### src/rtl/rx_handshake.sv
`default_nettype none
// ============================================================================
// Module   : rx_handshake
// Brief    : RX-side valid/ready handshake into a DEPTH-entry FIFO, drained
//            by the router core with a pop pulse. Optional even-parity
//            filter on incoming words when RX_PARITY_EN is defined.
// Revision : 1.0 - initial release
// ============================================================================
module rx_handshake #(
    parameter int DATA_W = 8,
    parameter int DEPTH  = 4,
    parameter int PTR_W  = 2
) (
    input  logic              clk,
    input  logic              rst_n,
    input  logic [DATA_W-1:0] RX_Data,
    input  logic              RX_Data_Valid,
    output logic              RX_Data_Ready,
    input  logic              rc_took_data,
    output logic              rx_has_data,
    output logic [DATA_W-1:0] rx_data,
    output logic [PTR_W:0]    rx_count,
    output logic              rx_underflow
`ifdef RX_PARITY_EN
    ,
    input  logic              RX_Parity,
    output logic              rx_parity_err
`endif
);

    localparam logic [PTR_W:0]   c_FULL  = (PTR_W+1)'(DEPTH);
    localparam logic [PTR_W:0]   c_ONE   = (PTR_W+1)'(1);
    localparam logic [PTR_W-1:0] c_P_ONE = PTR_W'(1);

    typedef enum logic [1:0] {
        ST_RST = 2'b00,
        ST_RUN = 2'b01
    } state_t;

    state_t            r_state;
    logic              r_ready;
    logic [PTR_W-1:0]  r_wr_ptr;
    logic [PTR_W-1:0]  r_rd_ptr;
    logic [PTR_W:0]    r_count;
    logic              r_underflow;
    logic [DATA_W-1:0] r_mem [DEPTH];

    logic              w_accept;
    logic              w_par_ok;
    logic              w_push;
    logic              w_pop;
    logic [PTR_W:0]    w_count_nxt;

    assign w_accept = RX_Data_Valid & r_ready;

`ifdef RX_PARITY_EN
    logic r_parity_err;

    assign w_par_ok      = ~(^{RX_Data, RX_Parity});
    assign rx_parity_err = r_parity_err;

    // A bad word is still handshaken away from the RX unit, only the push is suppressed.
    always_ff @(posedge clk or negedge rst_n) begin
        if (!rst_n) begin
            r_parity_err <= 1'b0;
        end else if (w_accept && !w_par_ok) begin
            r_parity_err <= 1'b1;
        end
    end
`else
    assign w_par_ok = 1'b1;
`endif

    assign w_push = w_accept & w_par_ok;
    assign w_pop  = rc_took_data & (r_count != '0);

    always_comb begin
        w_count_nxt = r_count;
        case ({w_push, w_pop})
            2'b10:   w_count_nxt = r_count + c_ONE;
            2'b01:   w_count_nxt = r_count - c_ONE;
            default: w_count_nxt = r_count;
        endcase
    end

    // Ready is registered from the next count so it tracks full without a comb path.
    always_ff @(posedge clk or negedge rst_n) begin
        if (!rst_n) begin
            r_state <= ST_RST;
            r_ready <= 1'b0;
        end else begin
            case (r_state)
                ST_RST: begin
                    r_state <= ST_RUN;
                    r_ready <= (w_count_nxt != c_FULL);
                end
                ST_RUN: begin
                    r_state <= ST_RUN;
                    r_ready <= (w_count_nxt != c_FULL);
                end
                default: begin
                    r_state <= ST_RST;
                    r_ready <= 1'b0;
                end
            endcase
        end
    end

    always_ff @(posedge clk or negedge rst_n) begin
        if (!rst_n) begin
            r_wr_ptr    <= '0;
            r_rd_ptr    <= '0;
            r_count     <= '0;
            r_underflow <= 1'b0;
            for (int i = 0; i < DEPTH; i++) begin
                r_mem[i] <= '0;
            end
        end else begin
            if (w_push) begin
                r_mem[r_wr_ptr] <= RX_Data;
                r_wr_ptr        <= r_wr_ptr + c_P_ONE;
            end
            if (w_pop) begin
                r_rd_ptr <= r_rd_ptr + c_P_ONE;
            end
            if (rc_took_data && (r_count == '0)) begin
                r_underflow <= 1'b1;
            end
            r_count <= w_count_nxt;
        end
    end

    assign RX_Data_Ready = r_ready;
    assign rx_has_data   = (r_count != '0);
    assign rx_data       = r_mem[r_rd_ptr];
    assign rx_count      = r_count;
    assign rx_underflow  = r_underflow;

endmodule
`default_nettype wire

### config.mk
export PLATFORM = sky130hd
export DESIGN_NAME = rx_handshake
export DESIGN_NICKNAME = d
export VERILOG_FILES = /design/src/rtl/rx_handshake.sv
export SDC_FILE = /design/constraint.sdc
export NUM_CORES = 1
export LEC_CHECK = 0
export ABC_AREA = 1
export BUFFER_PORTS_ARGS = -buffer_cell sky130_fd_sc_hd__buf_2
export CAP_MARGIN = 0
export CORE_MARGIN = 10
export CORE_UTILIZATION = 56
export CTS_CLUSTER_DIAMETER = 120
export DETAILED_ROUTE_END_ITERATION = 7
export PLACE_DENSITY = 0.81
export SLEW_MARGIN = 20
export SYNTH_ARGS = -nofsm -noshare
export SYNTH_HDL_FRONTEND = slang
export SYNTH_SLANG_ARGS = --single-unit
### constraint.sdc
create_clock -name clk -period 2.2 [get_ports clk]
set_clock_uncertainty 0.1 [all_clocks]
set_input_delay 0.22 -clock clk [delete_from_list [all_inputs] [get_ports clk]]
set_output_delay 0.22 -clock clk [all_outputs]
set_load 0.01 [all_outputs]
# [After elaboration in Yosys (flattened, before gate mapping)]
# Cells that the tools add are included.
[totals] ff_bits=43 inputBits=12 output_inout_bits=14 wordCells=40
[op_classes] n_addsub=4 order_cmp=3 n_eq_ne=4 mux=9 n_bitwise=4 reduce_logical=6
[op_table] cell="$bwmux 32" n=1
[op_table] cell="$mux 8" n=3
[op_table] cell="$bmux 8 s2" n=1
[op_table] cell="$demux 8 s2" n=1
[op_table] cell="$ge 3x3->1 const B" n=2
[op_table] cell="$not 2->3" n=2
[op_table] cell="$pmux 3 s2" n=1
[op_table] cell="$add 2x1->2 const B" n=2
[op_table] cell="$eq 2x1->1 const B" n=2
[op_table] cell="$add 3x1->3 const B" n=1
[op_table] cell="$logic_not 3->1" n=1
[op_table] cell="$lt 3x1->1 const B" n=1
[op_table] cell="$ne 3x3->1 const B" n=1
[op_table] cell="$reduce_bool 3->1" n=1
[op_table] cell="$sub 3x1->3 const B" n=1
[op_table] cell="$and 1x1->1" n=2
[op_table] cell="$eq 2x2->1 const B" n=1
[op_table] cell="$logic_and 1x1->1" n=2
[op_table] cell="$logic_not 2->1" n=1
[op_table] cell="$mux 1" n=2
[op_table] cell="$reduce_or 2->1" n=1

# [Longest topological paths before layout]
# Gate-level depths: netlist (run 1).
[logic_depth] ltp_word=6 mapped_depth=13 ltp_nobuf=13

# [Worst setup path before layout (run 1)]
# Ideal clock, no wire load.
[synth_path] kind="register to register" start="reg r_count[0], in the netlist rx_count[0]" end="reg r_ready, in the netlist RX_Data_Ready" setup_ns=0.065 arrival_ns=1.836 required_time_ns=2.035 setup_slack_ns=0.199 path_stages_with_launch=11 n_path_buf=0 period_less_slack_ns=2.001 cell_sequence="dfrtp_1 inv_1 nand3_1 nand2_1 inv_1 ha_1 inv_1 fa_1 o21ai_0 nor2_1 nand2_1"
[synth_between] elab_chain_len=6 elab_cells_between_ends=9 classes_between="add/sub: 2; eq/ne: 3; mux: 2; bitwise: 1; reduce/logical: 1"
[synth_rtl] element="start, declared" line="44" text="logic [PTR_W:0] r_count;"
[synth_rtl] element="start signal, assigned" line="129" text="r_count <= w_count_nxt;"
[synth_rtl] element="$reduce_bool 3->1 (*)"
[synth_rtl] element="net rx_has_data" line="20" text="output logic rx_has_data,"
[synth_rtl] element="$and 1x1->1 (*)" line="75" text="assign w_pop = rc_took_data & (r_count != '0);"
[synth_rtl] element="net w_pop" line="51" text="logic w_pop;"
[synth_rtl] element="$eq 2x1->1 / $eq 2x2->1 (equally long branches)" line="79" text="case ({w_push, w_pop})"
[synth_rtl] element="$pmux 3 s2 (*)" line="79"
[synth_rtl] element="net w_count_nxt[1]" line="52" text="logic [PTR_W:0] w_count_nxt;"
[synth_rtl] element="$ne 3x3->1 (*)" line="95, 99"
[synth_rtl] element="$mux 1 (*)"
[synth_rtl] element="end signal, assigned" line="95" text="r_ready <= (w_count_nxt != c_FULL);"
[synth_rtl] element="end signal, assigned" line="99" text="r_ready <= (w_count_nxt != c_FULL);"
[synth_rtl] element="end, declared" line="41" text="logic r_ready;"
# Mark *: on every way through the listed nets, which the timed path passes. The rest lies on a longest branch.
# A chain may end at the register's enable or synchronous reset.

# [Worst setup path in the final report (run 1)]
[layout_path] start="reg r_count[0], in the netlist rx_count[0]" end="reg r_ready, in the netlist RX_Data_Ready"
[layout_between] elab_chain_len=6 elab_cells_between_ends=9 classes_between="add/sub: 2; eq/ne: 3; mux: 2; bitwise: 1; reduce/logical: 1"
[layout_rtl] element="$reduce_bool 3->1 (*)" line="75"
[layout_rtl] element="$and 1x1->1 (*)" line="75"
[layout_rtl] element="net w_pop" line="51"
[layout_rtl] element="$eq 2x1->1 / $eq 2x2->1 (equally long branches)" line="79"
[layout_rtl] element="$pmux 3 s2 (*)" line="79"
[layout_rtl] element="net w_count_nxt[1]" line="52"
[layout_rtl] element="$ne 3x3->1 (*)" line="95, 99"
[layout_rtl] element="$mux 1 (*)"
# Marks and branches as above.

==> impl_metrics.csv, run 1 <==
group,metric,value,unit
timing,setup_viol,0,
flow_run,cap_viol_max_count,0,
critical_path,arrival,2.20,ns
clock_tree,htreeDepth,2,
critical_path,cp-end-kind,"flop",
yosys,synth_top_family_by_area,"compound AO/OA/AOI/OAI gates",
drt,viasPerCell,5.18,
drt,wirelength,3.93,mm
drt,dr.pass1.iters,4,
grt,grt.total_usage,13.1,%
yosys,synthCells,206,
yosys,yosys_register_bits,41,
timing,drv_slew,0,
timing,fmax,496,MHz
die,core,0.00339,mm²
clock_tree,cts_tree,"yes",
timing,layout_min_cycle_time,2.02,ns
final_layout,nNetsFinal,252,
place,hpwl,2.65,mm
yosys,syn_area,0.00198,mm²
yosys,synth_xor_area_share,1.77,%
critical_path,r2r-start,"rx_count[0]",
critical_path,critPathRequiredTime,2.39,ns
drt,wire_per_inst,14.0,µm
die,rows,21,
place,placed_area,0.00210,mm²
timing,tightest_slew,0.512,ns
yosys,synth_compound_area_share,18.8,%
grt,grt-ovfl-total,0,
yosys,syn_nets,224,
worst_hold_path,holdCritStartpoint,"rc_took_data",
grt,grt_max_degree,42,
final_layout,design_area,0.00222,mm²
run_status,status,"finished clean",
clock_tree,max-clock-path-buffers,2,
power_and_ir_drop,p_leak,1.12,nW
power_and_ir_drop,power.total,3.43,mW
grt,antenna_found_initial,0,
clock_tree,root_buffer,"clkbuf_4",
yosys,seq_area_frac_synth,51.7,%
clock_tree,insertion_delay,0.34,ns
worst_hold_path,min_path_type,"input port to flop",
yosys,ys_warn_count,0,
grt,first_global_vias,1433,
drt,drc,0,
place,numPortBuffers,25,
final_layout,area_growth,12.0,%
clock_tree,cts_sinks,41,
yosys,muxShareOfSynthArea,0,%
clock_tree,clk_pin_slew,0.12,ns
grt,grt_pass1_wl,6.68,mm
timing,slew_headroom,65.9,%
final_layout,insertedDiodeCount,0,
drt,drt_iter0_drc,113,
drt,vias,1455,
critical_path,crit_type,"flop to flop",
critical_path,critPathLaunchType,"flop",
place,gp_congestion,0.784,
final_layout,layout-drive-gt1-share,26.4,%
die,start_util,58.5,%
die,die_x,79.5,µm
yosys,synth.avg_cell_area,9.63,µm²
power_and_ir_drop,cellPowerDensity,1540,mW/mm²
drt,drtAntennaViolNets,0,
critical_path,cp_max_fo,4,
critical_path,crit_start,"rx_count[0]",
yosys,synth-simple-area-share,15.0,%
power_and_ir_drop,peakVddDrop,0.000802,V
die,die_area,0.00632,mm²
timing,post-route-period-util,91.7,%
timing,final_hold_viol_count,0,
yosys,yosysUniqueCellTypes,22,
clock_tree,cts_made_buffers,5,
yosys,synth-adder-area-share,4.16,%
die,die_h,79.5,µm
die,ioPinCount,26,
final_layout,final_common_cell,"dfrtp_1",
final_layout,mostFrequentLayoutCells,"dfrtp_1 (41), nand2_1 (38), buf_2 (25)",
==> final timing paths <==
kind | endpoint | slack, ns | depth (start not counted)
hold reg to reg | r_mem[19] | 0.39 | 2
hold / removal | rx_underflow | 0.05 | 3
setup / recovery | RX_Data_Ready | 0.18 | 10
min in group asynchronous | r_mem[14] | 0.35 | 3
setup reg to reg | RX_Data_Ready | 0.18 | 10
max in group asynchronous | r_mem[18] | 1.29 | 3
==> cell usage after synthesis, drive strengths merged <==
cell | instances | share of area, %
o21ai | 51 | 16
nand2 | 46 | 11
dfrtp | 41 | 52
inv | 21 | 4.5
nor2 | 17 | 3.2
buf | 8 | 4.0
o22ai | 8 | 2.5
ha | 5 | 3.2
nand3 | 2 | 0.50
xnor2 | 2 | 0.88
xor2 | 2 | 0.88
fa | 1 | 1.0
nand4 | 1 | 0.32
o21bai | 1 | 0.38
==> metrics by stage <==
step           util, %  hold WS (ns)  TNS [ns]  instances  setup slack, ns
3_3_place_gp      62.0         0.212         0        271            0.276
5_1_grt           65.5        0.0425  -0.00333        281         -0.00333
3_5_place_dp      62.0         0.212         0        271            0.165
2_1_floorplan        -        -0.176         0        206            0.199
6_report          65.5        0.0478         0        281            0.183
4_1_cts           65.3        0.0373         0        280            0.138
==> sequential cells by signal, indices dropped and copies added (netlist names) <==
name and flops:
RX_Data_Ready 1, r_mem 32, r_rd_ptr 2, r_wr_ptr 2
rx_count 3, rx_underflow 1
==> routing by layer <==
layer | vias up | share of wire [%] | track usage [%]
met5 | - | 0 | 0
met4 | 0 | 1.0 | 5.56
met3 | 2 | 4.4 | 3.27
met2 | 34 | 50 | 22.2
met1 | 688 | 45 | 15.4
li1 | 731 | - | -
==> critical path: stages (launching register included) <==
cell,delay (ns)
dfrtp_1,0.41
inv_1,0.12
nand3_1,0.14
nand2_1,0.15
inv_1,0.06
ha_1,0.19
inv_1,0.09
fa_1,0.41
o21ai_1,0.16
nor2_1,0.07
nand2_1,0.07
==> cell families (layout without fill, tap and decap cells) <==
family | after synthesis | count (layout)
xor gates and xnor gates | 4 | 4
adders and majority gates | 6 | 6
and+or+nand+nor | 66 | 66
AOI/OAI and AO/OA | 60 | 60
DFF | 41 | 41
buffers and inverters | 29 | 58
==> report_power, final <==
group	internal, mW	switching [mW]	total (mW)	leakage [nW]
Clock	0.352	0.250	0.602	0.0552
Sequential	1.09	0.242	1.34	0.504
Combinational	0.610	0.883	1.49	0.565
Total	2.06	1.37	3.43	1.12
==> final cells by class <==
class	instances	area, µm²
Clock buffer	5	37.5
Clock inverter	3	65.1
Fill cell	278	1170
Inverter	21	88.8
Multi-Input combinational cell	136	788
Sequential cell	41	1030
Tap cell	46	57.6
Timing Repair Buffer	29	158
==> repair_timing <==
item                                    CTS  global route
resized for setup                         0             1
setup buffers                             0             1
hold endpoints to repair                 41             0
endpoints found under the setup margin    0             1
hold buffers                              1             0
No activity file was read; power rests on OpenSTA's default activity.
==> run 2, diff against run 1 <==
==> constraint.sdc (replaced) <==
create_clock -name clk -period 2.3 [get_ports clk]
set_clock_uncertainty 0.1 [all_clocks]
set_input_delay 0.23 -clock clk [delete_from_list [all_inputs] [get_ports clk]]
set_output_delay 0.23 -clock clk [all_outputs]
set_load 0.01 [all_outputs]
==> impl_metrics.csv, run 2 (synthesized netlist as in run 1, its figures left out) <==
group,metric,value,unit
flow_run,cap_viol_max_count,0,
timing,setup_tns,0,ns
drt,drt_iter0_drc,119,
place,hpwl,2.75,mm
drt,vias,1446,
worst_hold_path,min_path_cells,3,
critical_path,critPathRequiredTime,2.49,ns
critical_path,path_buf_inv,3,
die,core,0.00339,mm²
timing,post-route-period-util,90.3,%
timing,tightest_slew,0.884,ns
die,die_h,79.5,µm
final_layout,regMostFlops,"r_mem",
die,start_util,58.5,%
critical_path,r2r_end,"RX_Data_Ready",
timing,final_hold_viol_count,0,
clock_tree,root_buffer,"clkbuf_4",
worst_hold_path,whs_endpoint,"rx_underflow",
clock_tree,cts_tree,"yes",
die,die_area,0.00632,mm²
clock_tree,max-clock-path-buffers,2,
clock_tree,insertion_delay,0.34,ns
grt,antenna_found_initial,0,
power_and_ir_drop,peakVddDrop,0.000663,V
critical_path,arrival,2.27,ns
die,die_x,79.5,µm
final_layout,nFillCells,295,
timing,fmax,482,MHz
final_layout,final_common_cell,"dfrtp_1",
clock_tree,cts_sinks,41,
critical_path,cp-end-kind,"flop",
worst_hold_path,min_path_type,"input port to flop",
grt,grt.total_usage,13.2,%
grt,grt_max_degree,42,
final_layout,largest_reg_flops,32,
run_status,status,"finished clean",
clock_tree,htreeDepth,2,
critical_path,crit_type,"flop to flop",
timing,setup_viol,0,
critical_path,critPathLaunchType,"flop",
grt,grt_pass1_wl,6.73,mm
critical_path,critPathMostFrequentCell,"inv_1",
critical_path,rrSetupSlack,0.22,ns
final_layout,mostFrequentLayoutCells,"dfrtp_1 (41), nand2_1 (38), buf_2 (25)",
clock_tree,cts_made_buffers,5,
critical_path,crit_path_cell_trace,"inv_1 > nand3_1 > nand2_1 > inv_1 > ha_1 > inv_1 > fa_1 > o21ai_0 > nor2_1 > nand2_1",
critical_path,reg2reg_depth,10,
place,numPortBuffers,25,
drt,wirelength,3.90,mm
drt,wire_per_inst,14.0,µm
critical_path,r2r-start,"rx_count[0]",
final_layout,area_growth,8.52,%
timing,slew_headroom,41.1,%
critical_path,cp_max_fo,4,
clock_tree,post_cts_resized,0,
timing,drv_slew,0,
die,ioPinCount,26,
drt,drc,0,
place,gp_congestion,0.786,
timing,hold_slack,0.0617,ns
timing,rsz0062_at_grt,"no",
drt,dr.pass1.iters,4,
critical_path,path_delay_family,"adder cells",
grt,first_global_vias,1472,
critical_path,max_stage_delay,0.41,ns
power_and_ir_drop,cellPowerDensity,1410,mW/mm²
power_and_ir_drop,p_leak,1.09,nW
final_layout,insertedDiodeCount,0,
drt,drtAntennaViolNets,0,
clock_tree,clk_pin_slew,0.11,ns
timing,layout_min_cycle_time,2.08,ns
die,rows,21,
grt,grt-ovfl-total,0,
worst_hold_path,holdCritStartpoint,"rc_took_data",
critical_path,critPathSlowestCell,"dfrtp_1",
drt,viasPerCell,5.18,
final_layout,layout-drive-gt1-share,24.5,%
final_layout,nNetsFinal,250,
-- run 2: layout make-up --
| class | instances | area [µm²] | share of cell area, % |
|---|---|---|---|
| sequential | 41 | 1030 | 47.7 |
| multi-input combinational | 136 | 788 | 36.6 |
| timing repair buffer | 27 | 143 | 6.63 |
| tap | 46 | 57.6 | 2.67 |
| clock buffer | 8 | 48.8 | 2.27 |
| inverter | 21 | 88.8 | 4.13 |
-- run 2: worst reg2reg max path, cell delays in order, from the launching register on --
cell and delay [ns]:
dfrtp_1 0.41, inv_1 0.11, nand3_1 0.13, nand2_1 0.15, inv_1 0.06, ha_1 0.19, inv_1 0.09, fa_1 0.41
o21ai_0 0.22, nor2_1 0.08, nand2_1 0.07
-- run 2: metrics by stage --
step / power (mW) / setup slack (ns) / instance area (µm²) / util (%) / cells
2_1_floorplan: 2.35 / 0.299 / 1980 / - / 206
3_3_place_gp: 2.65 / 0.378 / 2090 / 61.8 / 270
3_5_place_dp: 2.73 / 0.222 / 2090 / 61.8 / 270
4_1_cts: 3.06 / 0.221 / 2150 / 63.5 / 279
5_1_grt: 3.31 / 0.00180 / 2150 / 63.5 / 279
6_report: 3.03 / 0.224 / 2150 / 63.5 / 279
-- run 2: power by group --
group	total, mW	internal (mW)	switching [mW]
sequential	1.29	1.05	0.238
combinational	1.41	0.570	0.837
clock	0.336	0.122	0.214
-- run 2: worst max-delay path by stage --
| stage | from | endpoint | slack, ns | cells after the start |
|---|---|---|---|---|
| global route | rx_count[0] | RX_Data_Ready | 0.002 | 13 |
| global placement | rx_count[0] | RX_Data_Ready | 0.38 | 10 |
| floorplan | rx_count[0] | RX_Data_Ready | 0.30 | 10 |
| CTS | rx_count[0] | RX_Data_Ready | 0.22 | 10 |
| detailed placement | rx_count[0] | RX_Data_Ready | 0.22 | 10 |
| finish | rx_count[0] | RX_Data_Ready | 0.22 | 10 |
-- run 2: repair_timing --
item,4_1_cts,5_1_grt
setup buffers,0,0
hold endpoints to repair,41,0
hold buffers,1,0
-- run 2: layer usage --
metal | wire (µm) | up-vias | global-route usage, %
li1 | - | 734 | -
met1 | 1780 | 681 | 15.6
met2 | 1900 | 25 | 21.7
met3 | 161 | 6 | 3.27
met4 | 64 | 0 | 6.81
met5 | 0 | - | 0
